File: src/rtl/load_store_unit.sv
// load_store_unit: RISC-V load/store stage that splits accesses into 16-bit SRAM req/ack halves.
module load_store_unit #(
    parameter int ADDR_W = 16,
    parameter int TIMEOUT = 255
) (
    input  logic              clk,
    input  logic              rst,
    input  logic              ex_valid,
    input  logic [31:0]       inst,
    input  logic [31:0]       rs1,
    input  logic [31:0]       rs2,
    output logic              stall,
    output logic              load_valid,
    output logic [31:0]       load_data,
    output logic              misalign,
    output logic              mem_err,
    output logic              mem_req,
    output logic              mem_we,
    output logic [ADDR_W-1:0] mem_addr,
    output logic [15:0]       mem_wdata,
    output logic [1:0]        mem_be_n,
    input  logic              mem_ack,
    input  logic [15:0]       mem_rdata
);
    typedef enum logic [1:0] {IDLE, ACC0, ACC1, DONE} state_t;
    state_t state, state_n;
    logic is_ld, is_st, is_mem, legal, mis, go, tmo, word, half, ld_r, to_r, unused;
    logic [2:0] f3, f3_r;
    logic [31:0] imm, ea, wd_r, ext;
    logic [ADDR_W:0] ea_r;
    logic [ADDR_W-2:0] w;
    logic [15:0] hi_r, lo_r, cnt;
    logic [7:0] b;

    assign f3 = inst[14:12];
    assign is_ld = ex_valid && inst[6:0] == 7'b0000011;
    assign is_st = ex_valid && inst[6:0] == 7'b0100011;
    assign is_mem = is_ld || is_st;
    assign imm = is_st ? {{20{inst[31]}}, inst[31:25], inst[11:7]} : {{20{inst[31]}}, inst[31:20]};
    assign ea = rs1 + imm;
    assign legal = is_ld ? (f3 != 3'd3 && f3 < 3'd6) : f3 < 3'd3;
    assign mis = (f3[1:0] == 2'd1 && ea[0]) || (f3[1:0] == 2'd2 && ea[1:0] != 2'd0);
    assign go = is_mem && legal && !mis;
    assign unused = ^{ea[31:ADDR_W+1], inst[19:15]};

    assign word = f3_r[1:0] == 2'd2;
    assign half = f3_r[1:0] == 2'd1;
    assign w = ea_r[ADDR_W:2];
    assign tmo = (state == ACC0 || state == ACC1) && cnt == 16'(TIMEOUT);
    // Sub-word loads keep their half in hi_r; words put the upper half there.
    assign b = ea_r[0] ? hi_r[15:8] : hi_r[7:0];
    assign ext = word ? {hi_r, lo_r} :
                 half ? {{16{~f3_r[2] & hi_r[15]}}, hi_r} : {{24{~f3_r[2] & b[7]}}, b};
    assign mem_addr = mem_req ? {w, word ? state == ACC1 : ~ea_r[1]} : '0;
    assign mem_we = mem_req && !ld_r;
    assign mem_wdata = !mem_we ? 16'h0 :
                       word ? (state == ACC1 ? wd_r[15:0] : wd_r[31:16]) :
                       half ? wd_r[15:0] : {2{wd_r[7:0]}};
    assign mem_be_n = !mem_req ? 2'b11 : (word || half) ? 2'b00 : ea_r[0] ? 2'b01 : 2'b10;
    assign load_data = (load_valid && !to_r) ? ext : 32'h0;

    always_comb begin
        state_n = state;
        stall = 1'b0;
        mem_req = 1'b0;
        misalign = 1'b0;
        mem_err = 1'b0;
        load_valid = 1'b0;
        if (!rst) begin
            case (state)
                IDLE: begin
                    stall = go;
                    misalign = is_mem && legal && mis;
                    mem_err = is_mem && !legal;
                    state_n = go ? ACC0 : IDLE;
                end
                ACC0, ACC1: begin
                    stall = 1'b1;
                    mem_req = !tmo;
                    mem_err = tmo;
                    state_n = tmo ? DONE : !mem_ack ? state : (state == ACC0 && word) ? ACC1 : DONE;
                end
                default: begin
                    load_valid = ld_r;
                    state_n = IDLE;
                end
            endcase
        end
    end

    always_ff @(posedge clk) begin
        if (rst) begin
            state <= IDLE;
            cnt <= 16'd0;
            to_r <= 1'b0;
            ld_r <= 1'b0;
            f3_r <= 3'd0;
            ea_r <= '0;
            wd_r <= 32'h0;
            hi_r <= 16'h0;
            lo_r <= 16'h0;
        end else begin
            state <= state_n;
            cnt <= (state_n == state && (state == ACC0 || state == ACC1)) ? cnt + 16'd1 : 16'd0;
            if (state == IDLE && go) begin
                ea_r <= ea[ADDR_W:0];
                wd_r <= rs2;
                f3_r <= f3;
                ld_r <= is_ld;
                to_r <= 1'b0;
            end
            if (mem_req && mem_ack) begin
                if (state == ACC0) hi_r <= mem_rdata;
                else lo_r <= mem_rdata;
            end
            if (tmo) to_r <= 1'b1;
        end
    end
endmodule
File: config.mk
export PLATFORM = sky130hd
export DESIGN_NAME = load_store_unit
export DESIGN_NICKNAME = d
export VERILOG_FILES = /design/src/rtl/load_store_unit.sv
export SDC_FILE = /design/constraint.sdc
export NUM_CORES = 1
export LEC_CHECK = 0
export CORE_MARGIN = 1
export CORE_UTILIZATION = 45
export CTS_CLUSTER_SIZE = 40
export DETAILED_ROUTE_END_ITERATION = 6
export PLACE_DENSITY = 0.77
export SYNTH_ARGS = -nofsm -noshare
export SYNTH_HDL_FRONTEND = slang
export SYNTH_SLANG_ARGS = --single-unit
File: constraint.sdc
create_clock -name clk -period 13.45 [get_ports clk]
set_input_delay 2.69 -clock clk [delete_from_list [all_inputs] [get_ports clk]]
set_output_delay 2.69 -clock clk [all_outputs]
set_load 0.01 [all_outputs]
==> results of run 1 <==
## path summary, 6_finish.rpt
kind	from	end	slack, ns	depth (start not counted)
min reg2reg	ea_r[6]$_SDFFE_PP0P_	ea_r[6]$_SDFFE_PP0P_	0.44	2
max	inst[6]	stall	3.86	12
min	ea_r[6]$_SDFFE_PP0P_	ea_r[6]$_SDFFE_PP0P_	0.44	2
max reg2reg	state[0]$_SDFF_PP0_	hi_r[2]$_SDFFE_PP0P_	10.16	7
## final cells by class
cell class | instances | area, µm²
Inverter | 26 | 97.6
Multi-Input combinational cell | 593 | 3550
Timing Repair Buffer | 173 | 1710
Sequential cell | 104 | 2080
Clock buffer | 9 | 225
Tap cell | 172 | 215
Clock inverter | 7 | 76.3
Fill cell | 1178 | 4820
## per-layer routing
layer	track usage (%)	up-vias	share of wire, %
li1	-	2948	-
met1	30.1	2694	45
met2	40.2	177	47
met3	5.36	25	5.7
met4	7.51	0	1.7
met5	0	-	0
## Yosys cell counts (2+ instances only)
library cell / n / area share (%)
and3_1: 8 / 0.84
o211ai_1: 4 / 0.50
ha_1: 23 / 4.8
o311a_1: 2 / 0.34
a21oi_1: 94 / 7.9
buf_4: 4 / 0.50
mux2i_1: 20 / 3.4
nand4_1: 4 / 0.42
nor2_2: 4 / 0.42
a21boi_0: 2 / 0.25
buf_2: 10 / 0.84
and2_1: 17 / 1.8
mux2_2: 6 / 1.1
nor3b_1: 8 / 1.0
or3_1: 3 / 0.32
nor3_1: 19 / 1.6
inv_1: 25 / 1.6
o21bai_1: 2 / 0.25
xnor2_1: 15 / 2.2
o22ai_1: 8 / 0.84
o21ai_0: 20 / 1.7
a211oi_1: 12 / 1.5
a41oi_1: 2 / 0.29
buf_6: 2 / 0.38
a21o_1: 7 / 0.88
dfxtp_1: 104 / 35
buf_1: 4 / 0.25
xor2_1: 10 / 1.5
nor4_2: 2 / 0.42
a31oi_1: 5 / 0.53
nand2b_1: 4 / 0.42
clkbuf_1: 30 / 1.9
nand3b_1: 8 / 1.0
o31ai_1: 18 / 2.3
a211o_1: 4 / 0.59
or2_2: 2 / 0.21
nand3_1: 10 / 0.84
nand2_1: 163 / 10
nor2_1: 59 / 3.7
## cells in the final DEF (no fill, tap or decap), types with 5 or more instances in the layout
| master | synthesis | final |
|---|---|---|
| a211oi_1 | 12 | 12 |
| a21o_1 | 7 | 7 |
| a21oi_1 | 94 | 94 |
| a31oi_1 | 5 | 5 |
| and2_1 | 17 | 17 |
| and3_1 | 8 | 8 |
| buf_4 | 4 | 6 |
| clkbuf_16 | 0 | 9 |
| clkdlybuf4s50_1 | 0 | 166 |
| dfxtp_1 | 104 | 104 |
| ha_1 | 23 | 23 |
| inv_1 | 25 | 25 |
| mux2_2 | 6 | 6 |
| mux2i_1 | 20 | 20 |
| nand2_1 | 163 | 163 |
| nand3_1 | 10 | 10 |
| nand3b_1 | 8 | 8 |
| nor2_1 | 59 | 59 |
| nor3_1 | 19 | 19 |
| nor3b_1 | 8 | 8 |
| o21ai_0 | 20 | 20 |
| o22ai_1 | 8 | 8 |
| o31ai_1 | 18 | 18 |
| xnor2_1 | 15 | 15 |
| xor2_1 | 10 | 10 |
## critical path: stages
cell and delay [ns]:
clkdlybuf4s50_1 0.41, nor4b_2 0.50, and2_1 0.27, nand2_1 0.18, mux2_2 0.32, ha_1 0.22, fa_1 0.50, nor4_2 0.30
o2111a_2 0.26, buf_4 0.47, o21a_1 0.20, clkdlybuf4s50_1 0.54
## state kept, by name, indices dropped and copies added (netlist names)
name   count
wd_r      32
ea_r      17
cnt       16
hi_r      16
lo_r      16
f3_r       3
state      2
ld_r       1
to_r       1
## where the power goes
part	switching [µW]	internal, µW	total [µW]	leakage (µW)
Sequential	0.211	308	308	0.000837
Combinational	35.6	42.9	78.6	0.00192
Clock	121	146	267	0.000148
Total	157	497	654	0.00291
## per-stage QoR
step / area [µm²] / setup WS (ns) / cells / total power [µW] / utilization (%)
floorplan: 5960 / 5.44 / 774 / 355 / -
CTS: 7950 / 3.84 / 1084 / 659 / 62.3
finish: 7950 / 3.86 / 1084 / 654 / 62.3
global placement: 7650 / 3.88 / 1068 / 393 / 59.9
global route: 7950 / 3.53 / 1084 / 680 / 62.3
detailed placement: 7650 / 3.85 / 1068 / 393 / 59.9
## kinds of logic (layout without fill, tap and decap cells)
logic type / Yosys count / in the layout / share of synthesized area (%)
and+or+nand+nor: 322 / 322 / 25.2
AOI/OAI and AO/OA: 196 / 196 / 20.7
DFF: 104 / 104 / 35.0
buffers and inverters: 77 / 215 / 5.84
muxes: 26 / 26 / 4.49
xor gates and xnor gates: 25 / 25 / 3.68
adders and majority gates: 24 / 24 / 5.17
==> out/qor.csv, run 1 <==
stage,metric,value,unit
power_and_ir_drop,peakVddDrop,0.0584,mV
routing,drt_pass1_iterations,5,
logic_synthesis,synthFlopType,dfxtp_1,
worst_setup_path,worstPathRequired,10.76,ns
sta,setup_tns,0,ns
global_route,grt_antenna_before_repair,0,
power_and_ir_drop,power_density,82.2,mW/mm²
clock_network,cts-resized-gates,0,
sta,skew,0.0120,ns
worst_setup_path,crit_arrival,6.90,ns
sta,max_freq,0.104,GHz
global_route,grt.total_usage,23.8,%
clock_network,cts_tree,built,
floorplan,dieArea,0.0137,mm²
clock_network,clk_latency,0.35,ns
sta,slew_headroom,23.5,%
sta,slew_violations,0,
clock_network,cts_max_level,3,
logic_synthesis,netlist_area,0.00596,mm²
clock_network,max-clock-path-buffers,2,
logic_synthesis,synth.distinct_cells,69,
placed_design,io_buffer_count,167,
flow_run,drv_cap,0,
clock_network,clock_sinks,104,
min_path,hold_class,reg -> reg,
sta,setup_viol,0,
logic_synthesis,seq_area_frac_synth,35.0,%
logic_synthesis,syn-num-nets,914,
sta,layout_worst_path_cycle_share,71.3,%
clock_network,cts-root-buf,clkbuf_16,
worst_setup_path,cp_max_fo,57,
floorplan,rows,41,
global_route,grt_pass1_wl,25.6,mm
routing,drt_iter0_markers,445,
sta,worst_pin_slew,1.15,ns
worst_setup_path,start_kind,primary input,
floorplan,die_y,117,µm
global_route,grt-ovfl-total,0,
logic_synthesis,synthArstFlopShare,0,%
placed_design,dpl.hpwl,11.0,mm
logic_synthesis,synth_edf_count,0,
logic_synthesis,synthCells,774,
sta,holdWs,0.445,ns
worst_setup_path,cp-end-kind,primary output,
final_layout,nets,1047,
final_layout,layout-drive-gt1-share,5.37,%
clock_network,ctsHoldBuffers,0,
status,status,"finished, final reports clean",
clock_network,post_cts_buffers,0,
logic_synthesis,syn-mean-instance-area,7.70,µm²
sta,final.min_clock_period,9.59,ns
worst_setup_path,crit_type,in -> out,
routing,drt_wl_total,15.7,mm
floorplan,io_pins,188,
power_and_ir_drop,p_leak,0.00291,µW
sta,hold_violations,0,
global_route,grt_max_degree,61,
clock_network,numCtsBuffers,9,
floorplan,core_area,0.0128,mm²
routing,avgRoutedWirePerCell,14.5,µm
global_route,first_global_vias,5448,
routing,drtAntennaViolNets,0,
floorplan,die_w,117,µm
final_layout,n_antenna_cell,0,
floorplan,initial_core_util,46.6,%
routing,via_count,5844,
final_layout,syn2layout_area_growth,33.5,%
clock_network,clk_pin_slew,0.06,ns
routing,avgViaCountPerCell,5.39,
sta,rsz0062_at_grt,false,
routing,remaining_drc_errors,0,
logic_synthesis,ys_warn_count,0,
placed_design,gp_congestion,0.829,
logic_synthesis,ys_ff_latch,104,
Power figures use the tool's default switching activity.
==> run 2: changes to the inputs <==
CORE_UTILIZATION = 43   (was 45)
clock period = 7.9 ns   (was 13.45 ns; I/O delays follow)
==> out/qor.csv, run 2 (synthesis results as in run 1) <==
stage,metric,value,unit,change
status,status,"finished, final reports clean",,
sta,holdWs,0.450,ns,+0.00472 ns
routing,drt_pass1_iterations,5,,unchanged
floorplan,die_w,120,µm,+2.3%
power_and_ir_drop,p_int,850,µW,+71%
worst_setup_path,cp_slowest_cell,clkdlybuf4s50_1,,
final_layout,layout-drive-gt1-share,5.27,%,-0.10 points
routing,via_count,5835,,-0.15%
final_layout,nets,1046,,-0.096%
final_layout,multi_input_area,0.00355,mm²,unchanged
global_route,grt_max_degree,79,,+30%
clock_network,ctsHoldBuffers,0,,unchanged
routing,drt_wl_total,16.0,mm,+2.1%
routing,drt_iter0_markers,452,,+1.6%
power_and_ir_drop,pwr-share-comb,11.9,%,about the same
final_layout,n_fill_cell,1250,,+6.1%
floorplan,rows,42,,+2.4%
power_and_ir_drop,p_clk_share,41.3,%,+0.4 points
routing,avgViaCountPerCell,5.36,,-0.52%
worst_setup_path,crit_type,in -> out,,
worst_setup_path,crit_arrival,5.29,ns,-1.61 ns
worst_setup_path,path_cells,"clkdlybuf4s50_1, nor4b_2, and2_1, nand2_1, mux2_2, ha_1, fa_1, nor4_2, o2111a_2, o21a_1, clkdlybuf4s50_1",,
sta,slew_violations,0,,unchanged
clock_network,cts_tree,built,,
global_route,first_global_vias,5461,,+0.24%
global_route,grt_pass1_wl,26.3,mm,+2.7%
sta,skew,0.0116,ns,-0.000496 ns
floorplan,core_area,0.0134,mm²,+4.9%
placed_design,dpl.hpwl,11.5,mm,+4.4%
final_layout,fin_area,0.00796,mm²,+0.13%
power_and_ir_drop,power_density,141,mW/mm²,+71%
placed_design,dpl_cell_area,0.00765,mm²,about the same
sta,hold_violations,0,,unchanged
final_layout,largest_reg_flops,32,,unchanged
global_route,grt-ovfl-total,0,,unchanged
min_path,hold_class,reg -> reg,,
final_layout,final_cell_mix,"166 x clkdlybuf4s50_1, 163 x nand2_1, 104 x dfxtp_1",,
worst_setup_path,r2r-start,state[0]$_SDFF_PP0_,,
clock_network,max-clock-path-buffers,2,,unchanged
worst_setup_path,start_kind,primary input,,
worst_setup_path,cp_common_cell,clkdlybuf4s50_1,,
power_and_ir_drop,p_sw_share,24.3,%,+0.32 points
global_route,grt.total_usage,22.5,%,-1.2 points
final_layout,regArea,0.00208,mm²,unchanged
placed_design,place_ws,1.03,ns,-2.83 ns
clock_network,clock_sinks,104,,unchanged
routing,avgRoutedWirePerCell,14.7,µm,+1.7%
worst_setup_path,slowest_delay,0.55,ns,about the same
sta,rsz0062_at_grt,false,,
clock_network,cts-root-buf,clkbuf_16,,
flow_run,drv_cap,0,,unchanged
routing,drtAntennaViolNets,0,,unchanged
sta,setup_viol,0,,unchanged
floorplan,io_pins,188,,unchanged
sta,layout_worst_path_cycle_share,87.0,%,
placed_design,gp_congestion,0.818,,-1.4%
final_layout,largest-register,wd_r,,
clock_network,cts-resized-gates,0,,unchanged
power_and_ir_drop,power_switching,273,µW,+74%
floorplan,die_y,120,µm,+2.3%
final_layout,syn2layout_area_growth,33.7,%,
sta,timing.final.ws_setup,1.03,ns,-2.83 ns
clock_network,post_cts_buffers,0,,unchanged
power_and_ir_drop,peakVddDrop,0.141,mV,+140%
placed_design,io_buffer_count,167,,unchanged
power_and_ir_drop,p_leak,0.00290,µW,about the same
clock_network,numCtsBuffers,9,,unchanged
floorplan,dieArea,0.0143,mm²,+4.6%
clock_network,clk_latency,0.35,ns,about the same
power_and_ir_drop,p_seq_share,46.7,%,-0.4 points
sta,worst_pin_slew,1.11,ns,-0.0364 ns
sta,final.min_clock_period,6.87,ns,
worst_setup_path,cp-end-kind,primary output,,
global_route,grt_antenna_before_repair,1,,+1
final_layout,top_regs,"wd_r x32, ea_r x17",,
routing,remaining_drc_errors,0,,unchanged
clock_network,cts_max_level,3,,unchanged
sta,max_freq,0.146,GHz,
min_path,worstHoldStart,ea_r[3]$_SDFFE_PP0P_,,
worst_setup_path,cp_max_fo,5,,-91%
sta,setup_tns,0,ns,unchanged
floorplan,initial_core_util,44.5,%,-2.2 points
worst_setup_path,worstPathRequired,6.32,ns,-4.44 ns
worst_setup_path,worstSetupStartpoint,inst[6],,
final_layout,final_common_cell,clkdlybuf4s50_1,,
clock_network,clk_pin_slew,0.07,ns,about the same
sta,slew_headroom,26.0,%,+2.4 points
-- run 2: cell count changes in the layout (fill, tap and decap cells not counted), sizes merged --
cell / change
buf: -1
diode: +1
-- run 2: final timing paths --
check                           to  slack, ns  depth (start not counted)
max reg2reg  hi_r[12]$_SDFFE_PP0P_       4.67                          7
min reg2reg   ea_r[3]$_SDFFE_PP0P_       0.45                          2
max                          stall       1.03                         11
min           ea_r[3]$_SDFFE_PP0P_       0.45                          2
-- run 2: critical path, delay by kind of cell --
kind | cells | cell delay [ns]
and+or+nand+nor | 4 | 1.27
buffers and inverters | 2 | 0.96
adders and majority gates | 2 | 0.72
AOI/OAI and AO/OA | 2 | 0.44
muxes | 1 | 0.32
-- run 2: per-layer routing --
metal | track usage [%] | part of all wire, % | vias to the layer above
li1 | - | - | 2944
met1 | 28.9 | 46 | 2713
met2 | 38.1 | 47 | 162
met3 | 4.52 | 5.7 | 16
met4 | 6.64 | 1.6 | 0
met5 | 0 | 0 | -
-- run 2: cell type report --
type | count | area share [%]
timing repair buffer | 172 | 21.4
antenna | 1 | 0.0314
tap | 176 | 2.77
multi-input combinational | 593 | 44.5
clock inverter | 7 | 1.08
sequential | 104 | 26.1
inverter | 26 | 1.23
clock buffer | 9 | 2.83
-- run 2: power by group through the flow --
stage / registers (µW) / clock network, µW / logic, µW
4_1_cts: 524 / 476 / 133
3_3_place_gp: 537 / 0 / 131
6_report: 525 / 464 / 134
3_5_place_dp: 537 / 0 / 132
2_1_floorplan: 537 / 0 / 67.0
5_1_grt: 525 / 496 / 146
-- run 2: per-stage QoR --
step | total power (µW) | util (%) | instances
2_1_floorplan | 604 | - | 774
3_3_place_gp | 668 | 57.1 | 1071
3_5_place_dp | 669 | 57.1 | 1071
4_1_cts | 1130 | 59.4 | 1087
5_1_grt | 1170 | 59.4 | 1087
6_report | 1120 | 59.4 | 1088
==> run 3: changes to the inputs <==
CORE_UTILIZATION = 35   (was 43)
PLACE_DENSITY = 0.65   (was 0.77)
==> out/qor.csv, run 3 (synthesis results as in run 1) <==
stage,metric,value,unit,change
status,status,"finished, final reports clean",,
min_path,worstHoldStart,ea_r[5]$_SDFFE_PP0P_,,
floorplan,core_area,0.0166,mm²,+24%
clock_network,clk_pin_slew,0.07,ns,about the same
sta,slew_violations,0,,unchanged
global_route,first_global_vias,5306,,-2.8%
power_and_ir_drop,power_density,141,mW/mm²,-0.24%
final_layout,syn2layout_area_growth,34.7,%,
worst_setup_path,cp_max_fo,5,,unchanged
worst_setup_path,crit_type,in -> out,,
final_layout,layout-drive-gt1-share,5.37,%,+0.10 points
sta,hold_violations,0,,unchanged
final_layout,largest-register,wd_r,,
clock_network,post_cts_buffers,0,,unchanged
final_layout,postLayoutCoreUtil,48.4,%,-11 points
clock_network,clk_latency,0.35,ns,about the same
sta,worst_pin_slew,1.17,ns,+0.0588 ns
routing,remaining_drc_errors,0,,unchanged
floorplan,rows,47,,+12%
global_route,grt_antenna_before_repair,0,,-1
routing,drt_iter0_markers,348,,-23%
clock_network,max-clock-path-buffers,2,,unchanged
floorplan,io_pins,188,,unchanged
final_layout,top_regs,"wd_r x32, ea_r x17",,
sta,slew_headroom,22.0,%,-3.9 points
sta,holdWs,0.449,ns,-0.000830 ns
worst_setup_path,crit_arrival,5.27,ns,-0.02 ns
clock_network,cts-resized-gates,0,,unchanged
floorplan,initial_core_util,35.9,%,-8.5 points
clock_network,cts-root-buf,clkbuf_16,,
worst_setup_path,worstSetupStartpoint,inst[6],,
sta,skew,0.00841,ns,-0.00314 ns
clock_network,clock_sinks,104,,unchanged
final_layout,n_antenna_cell,0,,-1
final_layout,largest_reg_flops,32,,unchanged
worst_setup_path,worstPathRequired,6.32,ns,about the same
worst_setup_path,r2r-start,state[0]$_SDFF_PP0_,,
sta,layout_worst_path_cycle_share,86.8,%,-0.22 points
sta,max_freq,0.146,GHz,+0.26%
routing,drtAntennaViolNets,0,,unchanged
routing,avgViaCountPerCell,5.09,,-5.2%
placed_design,dpl.hpwl,11.8,mm,+2.9%
power_and_ir_drop,peakVddDrop,0.100,mV,-29%
flow_run,drv_cap,0,,unchanged
final_layout,n_fill_cell,1705,,+36%
sta,rsz0062_at_grt,false,,
sta,setup_tns,0,ns,unchanged
final_layout,final_cell_mix,"166 x clkdlybuf4s50_1, 163 x nand2_1, 104 x dfxtp_1",,
global_route,grt-ovfl-total,0,,unchanged
clock_network,cts_max_level,3,,unchanged
clock_network,numCtsBuffers,9,,unchanged
floorplan,die_w,132,µm,+11%
final_layout,final_common_cell,clkdlybuf4s50_1,,
clock_network,ctsHoldBuffers,0,,unchanged
routing,drt_pass1_iterations,5,,unchanged
global_route,grt_pass1_wl,27.1,mm,+2.8%
routing,drt_wl_total,16.7,mm,+4.1%
sta,setup_viol,0,,unchanged
floorplan,dieArea,0.0175,mm²,+22%
floorplan,die_y,132,µm,+11%
placed_design,io_buffer_count,167,,unchanged
final_layout,nets,1047,,+0.096%
worst_setup_path,cp-end-kind,primary output,,
global_route,grt_max_degree,82,,+3.8%
clock_network,cts_tree,built,,
routing,avgRoutedWirePerCell,14.7,µm,about the same
placed_design,gp_congestion,0.792,,-3.1%
global_route,grt.total_usage,18.9,%,-3.6 points
sta,final.min_clock_period,6.85,ns,-0.0176 ns
power_and_ir_drop,p_leak,0.00292,µW,+0.40%
min_path,hold_class,reg -> reg,,
worst_setup_path,start_kind,primary input,,
routing,via_count,5757,,-1.3%
==> run 3: layout make-up <==
cell class                      count  area (µm²)  area share, %
Clock buffer                       10         239           2.98
Clock inverter                      6        72.6          0.904
Inverter                           26        97.6           1.22
Multi-Input combinational cell    593        3550           44.2
Sequential cell                   104        2080           25.9
Tap cell                          220         275           3.43
Timing Repair Buffer              173        1710           21.4
==> run 3: per-stage QoR <==
| step | setup WS (ns) | instance area, µm² | power [µW] | instances |
|---|---|---|---|---|
| global placement | 1.05 | 7710 | 670 | 1116 |
| CTS | 0.995 | 8030 | 1140 | 1132 |
| finish | 1.05 | 8030 | 1130 | 1132 |
| global route | 0.772 | 8030 | 1170 | 1132 |
| detailed placement | 1.00 | 7710 | 670 | 1116 |
| floorplan | 2.11 | 5960 | 604 | 774 |
==> run 3: final timing paths <==
path                                 to  slack [ns]  cells after the start
hold reg to reg    ea_r[5]$_SDFFE_PP0P_        0.45                      2
setup reg to reg  hi_r[13]$_SDFFE_PP0P_        5.05                      8
setup / recovery                  stall        1.05                     11
hold / removal     ea_r[5]$_SDFFE_PP0P_        0.45                      2
==> run 3: worst max-delay path: stages <==
cell	delay, ns
clkdlybuf4s50_1	0.41
nor4b_2	0.47
and2_1	0.27
nand2_1	0.17
mux2_2	0.32
ha_1	0.22
fa_1	0.49
nor4_2	0.30
o2111a_2	0.30
o21a_1	0.18
clkdlybuf4s50_1	0.56
==> run 3: layer usage <==
metal	part of all wire [%]	GRT usage, %	vias up	routed length (µm)
met1	47	25.3	2626	7880
met2	46	30.6	171	7600
li1	-	-	2946	-
met3	6.0	5.21	14	1010
met5	0	0	-	0
met4	1.1	3.45	0	183
==> run 3: power breakdown <==
part | total, µW | internal [µW] | switching, µW | leakage [µW]
clock network | 470 | 259 | 211 | 0.000155
registers | 525 | 524 | 0.363 | 0.000837
logic | 134 | 73.0 | 60.7 | 0.00192
